===== config.mk =====
export PLATFORM = sky130hd
export DESIGN_NAME = tlul_mem_responder
export DESIGN_NICKNAME = d
export VERILOG_FILES = /design/src/rtl/tlul_mem_responder.sv
export SDC_FILE = /design/constraint.sdc
export NUM_CORES = 1
export LEC_CHECK = 0
export CORE_MARGIN = 2
export CORE_UTILIZATION = 39
export CTS_BUF_LIST = sky130_fd_sc_hd__clkbuf_4 sky130_fd_sc_hd__clkbuf_8
export DETAILED_ROUTE_END_ITERATION = 8
export GPL_ROUTABILITY_DRIVEN = 0
export PLACE_DENSITY = 0.55
export REMOVE_ABC_BUFFERS = 1
export SYNTH_ARGS = -nofsm -noshare
export SYNTH_HDL_FRONTEND = slang
export SYNTH_SLANG_ARGS = --single-unit

===== constraint.sdc =====
create_clock -name clk_in -period 20.8 [get_ports clk_in]
set_input_delay 2.08 -clock clk_in [delete_from_list [all_inputs] [get_ports clk_in]]
set_output_delay 2.08 -clock clk_in [all_outputs]
set_load 0.02 [all_outputs]

===== src/rtl/tlul_mem_responder.sv =====
// TL-UL slave endpoint: terminates Channel A Get/PutFullData/PutPartialData in a small
// register-file memory and returns Channel D responses through a short response queue.
module tlul_mem_responder #(
  parameter int                    ADDR_WIDTH   = 32,
  parameter int                    DATA_WIDTH   = 32,
  parameter int                    MASK_WIDTH   = DATA_WIDTH / 8,
  parameter int                    SIZE_WIDTH   = 3,
  parameter int                    SRC_WIDTH    = 2,
  parameter int                    SINK_WIDTH   = 1,
  parameter int                    OPCODE_WIDTH = 3,
  parameter int                    PARAM_WIDTH  = 3,
  parameter logic [ADDR_WIDTH-1:0] BASE_ADDR    = 32'h4000_0000,
  parameter int                    MEM_WORDS    = 16,
  parameter int                    RSP_DEPTH    = 2
) (
  input  logic                    clk_in,
  input  logic                    reset_in,
  input  logic                    a_valid,
  output logic                    a_ready,
  input  logic [OPCODE_WIDTH-1:0] a_opcode,
  input  logic [PARAM_WIDTH-1:0]  a_param,
  input  logic [SIZE_WIDTH-1:0]   a_size,
  input  logic [SRC_WIDTH-1:0]    a_source,
  input  logic [ADDR_WIDTH-1:0]   a_address,
  input  logic [MASK_WIDTH-1:0]   a_mask,
  input  logic [DATA_WIDTH-1:0]   a_data,
  output logic                    d_valid,
  input  logic                    d_ready,
  output logic [OPCODE_WIDTH-1:0] d_opcode,
  output logic [PARAM_WIDTH-1:0]  d_param,
  output logic [SIZE_WIDTH-1:0]   d_size,
  output logic [SRC_WIDTH-1:0]    d_source,
  output logic [SINK_WIDTH-1:0]   d_sink,
  output logic [DATA_WIDTH-1:0]   d_data,
  output logic                    d_error
);

  localparam int IDX_W = $clog2(MEM_WORDS);
  localparam int PTR_W = (RSP_DEPTH > 1) ? $clog2(RSP_DEPTH) : 1;
  localparam int CNT_W = $clog2(RSP_DEPTH + 1);

  localparam logic [ADDR_WIDTH-1:0]   SPAN        = ADDR_WIDTH'(4 * MEM_WORDS);
  localparam logic [OPCODE_WIDTH-1:0] OP_PUT_FULL = OPCODE_WIDTH'(0);
  localparam logic [OPCODE_WIDTH-1:0] OP_PUT_PART = OPCODE_WIDTH'(1);
  localparam logic [OPCODE_WIDTH-1:0] OP_GET      = OPCODE_WIDTH'(4);
  localparam logic [OPCODE_WIDTH-1:0] OP_ACK      = OPCODE_WIDTH'(0);
  localparam logic [OPCODE_WIDTH-1:0] OP_ACK_DATA = OPCODE_WIDTH'(1);

  typedef struct packed {
    logic [OPCODE_WIDTH-1:0] opcode;
    logic [SIZE_WIDTH-1:0]   size;
    logic [SRC_WIDTH-1:0]    source;
    logic [DATA_WIDTH-1:0]   data;
    logic                    error;
  } rsp_t;

  logic [DATA_WIDTH-1:0] mem [MEM_WORDS];
  rsp_t                  rsp_q [RSP_DEPTH];
  logic [PTR_W-1:0]      rd_ptr, wr_ptr;
  logic [CNT_W-1:0]      count;

  logic [ADDR_WIDTH-1:0] offset;
  logic [IDX_W-1:0]      idx;
  logic                  is_get, is_put, in_range, misaligned, bad_full, req_error;
  logic                  a_fire, pop, do_write;
  rsp_t                  rsp_new;
  logic                  unused_param;

  function automatic logic [PTR_W-1:0] ptr_inc(input logic [PTR_W-1:0] p);
    return (p == PTR_W'(RSP_DEPTH - 1)) ? '0 : p + 1'b1;
  endfunction

  assign unused_param = ^a_param;

  // Request decode: word index and the full set of rejection conditions.
  assign offset   = a_address - BASE_ADDR;
  assign idx      = offset[IDX_W+1:2];
  assign is_get   = (a_opcode == OP_GET);
  assign is_put   = (a_opcode == OP_PUT_FULL) || (a_opcode == OP_PUT_PART);
  assign in_range = (a_address >= BASE_ADDR) && (offset < SPAN);
  assign bad_full = (a_opcode == OP_PUT_FULL) &&
                    ((a_size != SIZE_WIDTH'(2)) || (a_mask != '1));

  always_comb begin
    // NOTE: every always_comb output gets a default first so no path infers a latch.
    misaligned = 1'b0;
    case (a_size)
      SIZE_WIDTH'(1): misaligned = a_address[0];
      SIZE_WIDTH'(2): misaligned = |a_address[1:0];
      default:        misaligned = 1'b0;
    endcase
  end

  assign req_error = !(is_get || is_put) || !in_range || (a_size > SIZE_WIDTH'(2)) ||
                     misaligned || bad_full;

  assign a_ready  = (count < CNT_W'(RSP_DEPTH));
  assign d_valid  = (count != '0);
  assign a_fire   = a_valid && a_ready;
  assign pop      = d_valid && d_ready;
  assign do_write = a_fire && is_put && !req_error;

  always_comb begin
    rsp_new        = '0;
    rsp_new.opcode = is_get ? OP_ACK_DATA : OP_ACK;
    rsp_new.size   = a_size;
    rsp_new.source = a_source;
    rsp_new.error  = req_error;
    // Read data is the pre-write word, sampled in the accept cycle.
    rsp_new.data   = (is_get && !req_error) ? mem[idx] : '0;
  end

  // NOTE: the memory array is cleared on reset because the block must read back zero
  // after reset; this forces flops rather than a RAM macro, acceptable at this size.
  always_ff @(posedge clk_in or posedge reset_in) begin
    if (reset_in) begin
      for (int i = 0; i < MEM_WORDS; i++) mem[i] <= '0;
    end else if (do_write) begin
      for (int b = 0; b < MASK_WIDTH; b++) begin
        if (a_mask[b]) mem[idx][8*b +: 8] <= a_data[8*b +: 8];
      end
    end
  end

  always_ff @(posedge clk_in or posedge reset_in) begin
    if (reset_in) begin
      // NOTE: sequential state uses non-blocking assignments so every flop samples
      // pre-edge values regardless of statement order.
      rd_ptr <= '0;
      wr_ptr <= '0;
      count  <= '0;
      for (int i = 0; i < RSP_DEPTH; i++) rsp_q[i] <= '0;
    end else begin
      if (a_fire) begin
        rsp_q[wr_ptr] <= rsp_new;
        wr_ptr        <= ptr_inc(wr_ptr);
      end
      if (pop) rd_ptr <= ptr_inc(rd_ptr);
      case ({a_fire, pop})
        2'b10:   count <= count + 1'b1;
        2'b01:   count <= count - 1'b1;
        default: count <= count;
      endcase
    end
  end

  // Channel D is driven straight from the head entry, so it holds under back-pressure.
  assign d_opcode = rsp_q[rd_ptr].opcode;
  assign d_size   = rsp_q[rd_ptr].size;
  assign d_source = rsp_q[rd_ptr].source;
  assign d_data   = rsp_q[rd_ptr].data;
  assign d_error  = rsp_q[rd_ptr].error;
  assign d_param  = '0;
  assign d_sink   = '0;

endmodule


==> results.md <==
* Synth unique cells at 37
* Highest Signal Layer: met5
* Worst path bufs/invs at 2
* Clk_skew at 29.2 ps
* Worst path required time at 21350 ps
* HPWL after DPL at 40300 um
* Final Non-Filler Cells at 2849
* Status: complete, no violations
* Clock transition at path regs at 60 ps
* Aggregate global-route resource usage at 18.9%
* Maximum vdd drop at between 0.05 and 0.06 mV
* Syn Inst Count at ~1800
* Via Count at between 15000 and 20000
* Max Fclk at 0.200 GHz
* Hold buffer count at CTS at 0
* Setup TNS at 0 ps
* Via density at 5.43
* Period utilization at between 20% and 30%
* Fin. max-slew vios at 0
* FF/Latch Area at 0.0149 mm^2
* Drc violations at 0
* Buffers on Ports at 120
* Yosys reg bits at 594
* Row count at 96
* Worst setup SP type: input pin
* IO Pins at 130
* # resized after CTS at 0
* Vias in the first global route at 16634
* Delay-heaviest family, CP: simple AND/OR/NAND/NOR gates
* Clk buf depth at 3
* Initial antenna violation count at 6
* Global-route wire length before repair at 102000 um
* Power per cell area at between 80 and 90 mW/mm^2
* Fin. Hold Viols at 0
* Root Buffer Master: clkbuf_8
* Grt total ovfl at 0
* Crit path max-delay cell type: and3_1
* Die Wd at roughly 270 um
* Setup crit end kind: flop
* Final period demand of the worst path at 4990 ps
* Highest-count cells in the layout ignoring fill and taps: dfrtp_1, mux2_2, clkbuf_8
* Worst Path Class, Setup: input pin to flop
* Core area at 0.0686 mm^2
* Crit-path max cell delay at between 700 and 800 ps
* Max Fanout on Critical Path at 64
* Die ar. at 0.0714 mm^2
* TritonCTS Buffers at 100
* DRT iter0 DRCs at 936
* RSZ-0062 raised after global routing: no
* Initial core utilization at 39.4%
* Detailed Route WL at 66400 um
* CTS tree: built
* LEAKAGE at 0.0149 uW
* Wire length on met2 at 30900 um
* Largest net degree at the start of global routing at roughly 160
* Hold WS at 476 ps
* Multi-input logic area at 0.0112 mm^2
* Drt pass-1 iters at 5
* Met3 wire len at 3710 um
* Yosys warning count at 0
* Nets@finish at a little under 2000
* Share of layout cells above drive strength 1 at between 40% and 50%
* CP cell instances: clkdlybuf4s50_1 > nand4b_1 > o31a_1 > nor4_4 > buf_4 > and3_1 > mux2_2
* Area Growth Syn to Fin at 13.9%
* Sink Count at about 590
* Synthesized area at 0.0270 mm^2
* Postcts setup bufs at 0
* H-tree Lvls at 3
* Post-synthesis area per instance at 15.2 um^2
* Wire length on met1 at 30000 um
* Commonest non-fill, non-tap cell in the layout: dfrtp_1
* Actual slew at the worst max-slew pin at 1190 ps
* Fillers at 6084
* Sequential area share after synthesis at 55.0%
* DP Cell Count at 2668
* Final setup vio count at 0
* Drt wl/cell at approximately 23 um
* Hold WC Path Type: flop to flop
* Max cap viols at 0
* Die height at 267 um
* Slew HR at 20.8%
* WP data arrival at roughly 5500 ps
* Clock latency on the worst-skew pair at 690 ps
* Antenna Nets Post-Route at 0
-- flip-flops by register name, summed over array words and instances (netlist names) --
register / flops
rd_ptr: 1
mem: 512
count: 2
wr_ptr: 1
rsp_q: 78
-- Yosys cell counts (all sizes together) --
cell | number | area share, %
nand2b | 5 | 0.12
o31a | 1 | 0.032
xor2 | 1 | 0.032
nor2b | 3 | 0.069
a22o | 64 | 2.1
o21ai | 4 | 0.074
mux2 | 556 | 23
and4 | 1 | 0.032
a22oi | 64 | 1.8
buf | 95 | 2.3
nor4 | 9 | 0.26
nor3 | 7 | 0.13
nand4b | 1 | 0.032
and3 | 64 | 1.5
clkbuf | 85 | 1.2
o31ai | 1 | 0.028
conb | 1 | 0.014
nand2 | 58 | 0.81
or2 | 1 | 0.023
nor3b | 1 | 0.028
xnor2 | 3 | 0.097
nor4b | 1 | 0.032
ha | 1 | 0.046
inv | 3 | 0.042
a21oi | 1 | 0.018
nand3 | 2 | 0.037
mux4 | 128 | 11
dfrtp | 594 | 55
nor2 | 14 | 0.19
nand4bb | 1 | 0.042
nand4 | 2 | 0.046
and2 | 3 | 0.069
-- area by class of cell --
class                   instances  area share (%)
flip-flops and latches        594            48.3
clock buffers                 167            6.75
well taps                     931            3.78
diodes                          3          0.0244
multi-input cells            1003            36.5
inverters                       3          0.0610
clock inverters                11           0.195
repair buffers                137            4.37
-- cell families after synthesis --
kind of cell,synth area share [%]
adder cells (fa/ha/maj),0.0463
multiplexers,33.8
other,0.0139
buffers and inverters,3.58
XOR/XNOR,0.130
AND/OR/NAND/NOR,3.40
AO/OA/AOI/OAI,4.00
flip-flops,55.0
-- metal layers --
metal | track usage (%) | vias up
met5 | 0 | -
met4 | 6.88 | 6
met3 | 3.72 | 94
met2 | 30.3 | 351
met1 | 25.7 | 8287
li1 | - | 6728
-- through the flow --
step / utilization [%] / setup WS (ps) / instance area, um^2 / total power [uW]
after floorplan: - / 2100 / 26100 / 1320
after global placement: 41.8 / 15240 / 28600 / 1430
after detailed placement: 41.8 / 15230 / 28600 / 1440
after CTS: 44.9 / 15940 / 30800 / 2540
after global routing: 44.9 / 15680 / 30800 / 2610
final: 44.9 / 15810 / 30800 / 2500
-- tightest hold or removal path: cells and delay by family (launching register included) --
| kind | cells | cell delay (ps) |
|---|---|---|
| and+or+nand+nor | 2 | 110 |
| DFF | 1 | 340 |
-- path summary, 6_finish.rpt --
path / from / endpoint / slack, ps / depth (start not counted)
min: rsp_q[74] / rsp_q[74] / 480 / 2
max in group asynchronous: reset_in / mem[229] / 16260 / 4
min reg2reg: rsp_q[74] / rsp_q[74] / 480 / 2
max: a_mask[0] / mem[393] / 15810 / 7
min in group asynchronous: reset_in / rsp_q[31] / 1990 / 2
max reg2reg: count[1] / mem[393] / 17910 / 6
-- power by group --
part           total, uW  switching, uW  internal, uW
clock               1090            464           626
sequential          1180           9.12          1170
combinational        229            147          82.1
Power figures use the tool's default switching activity.
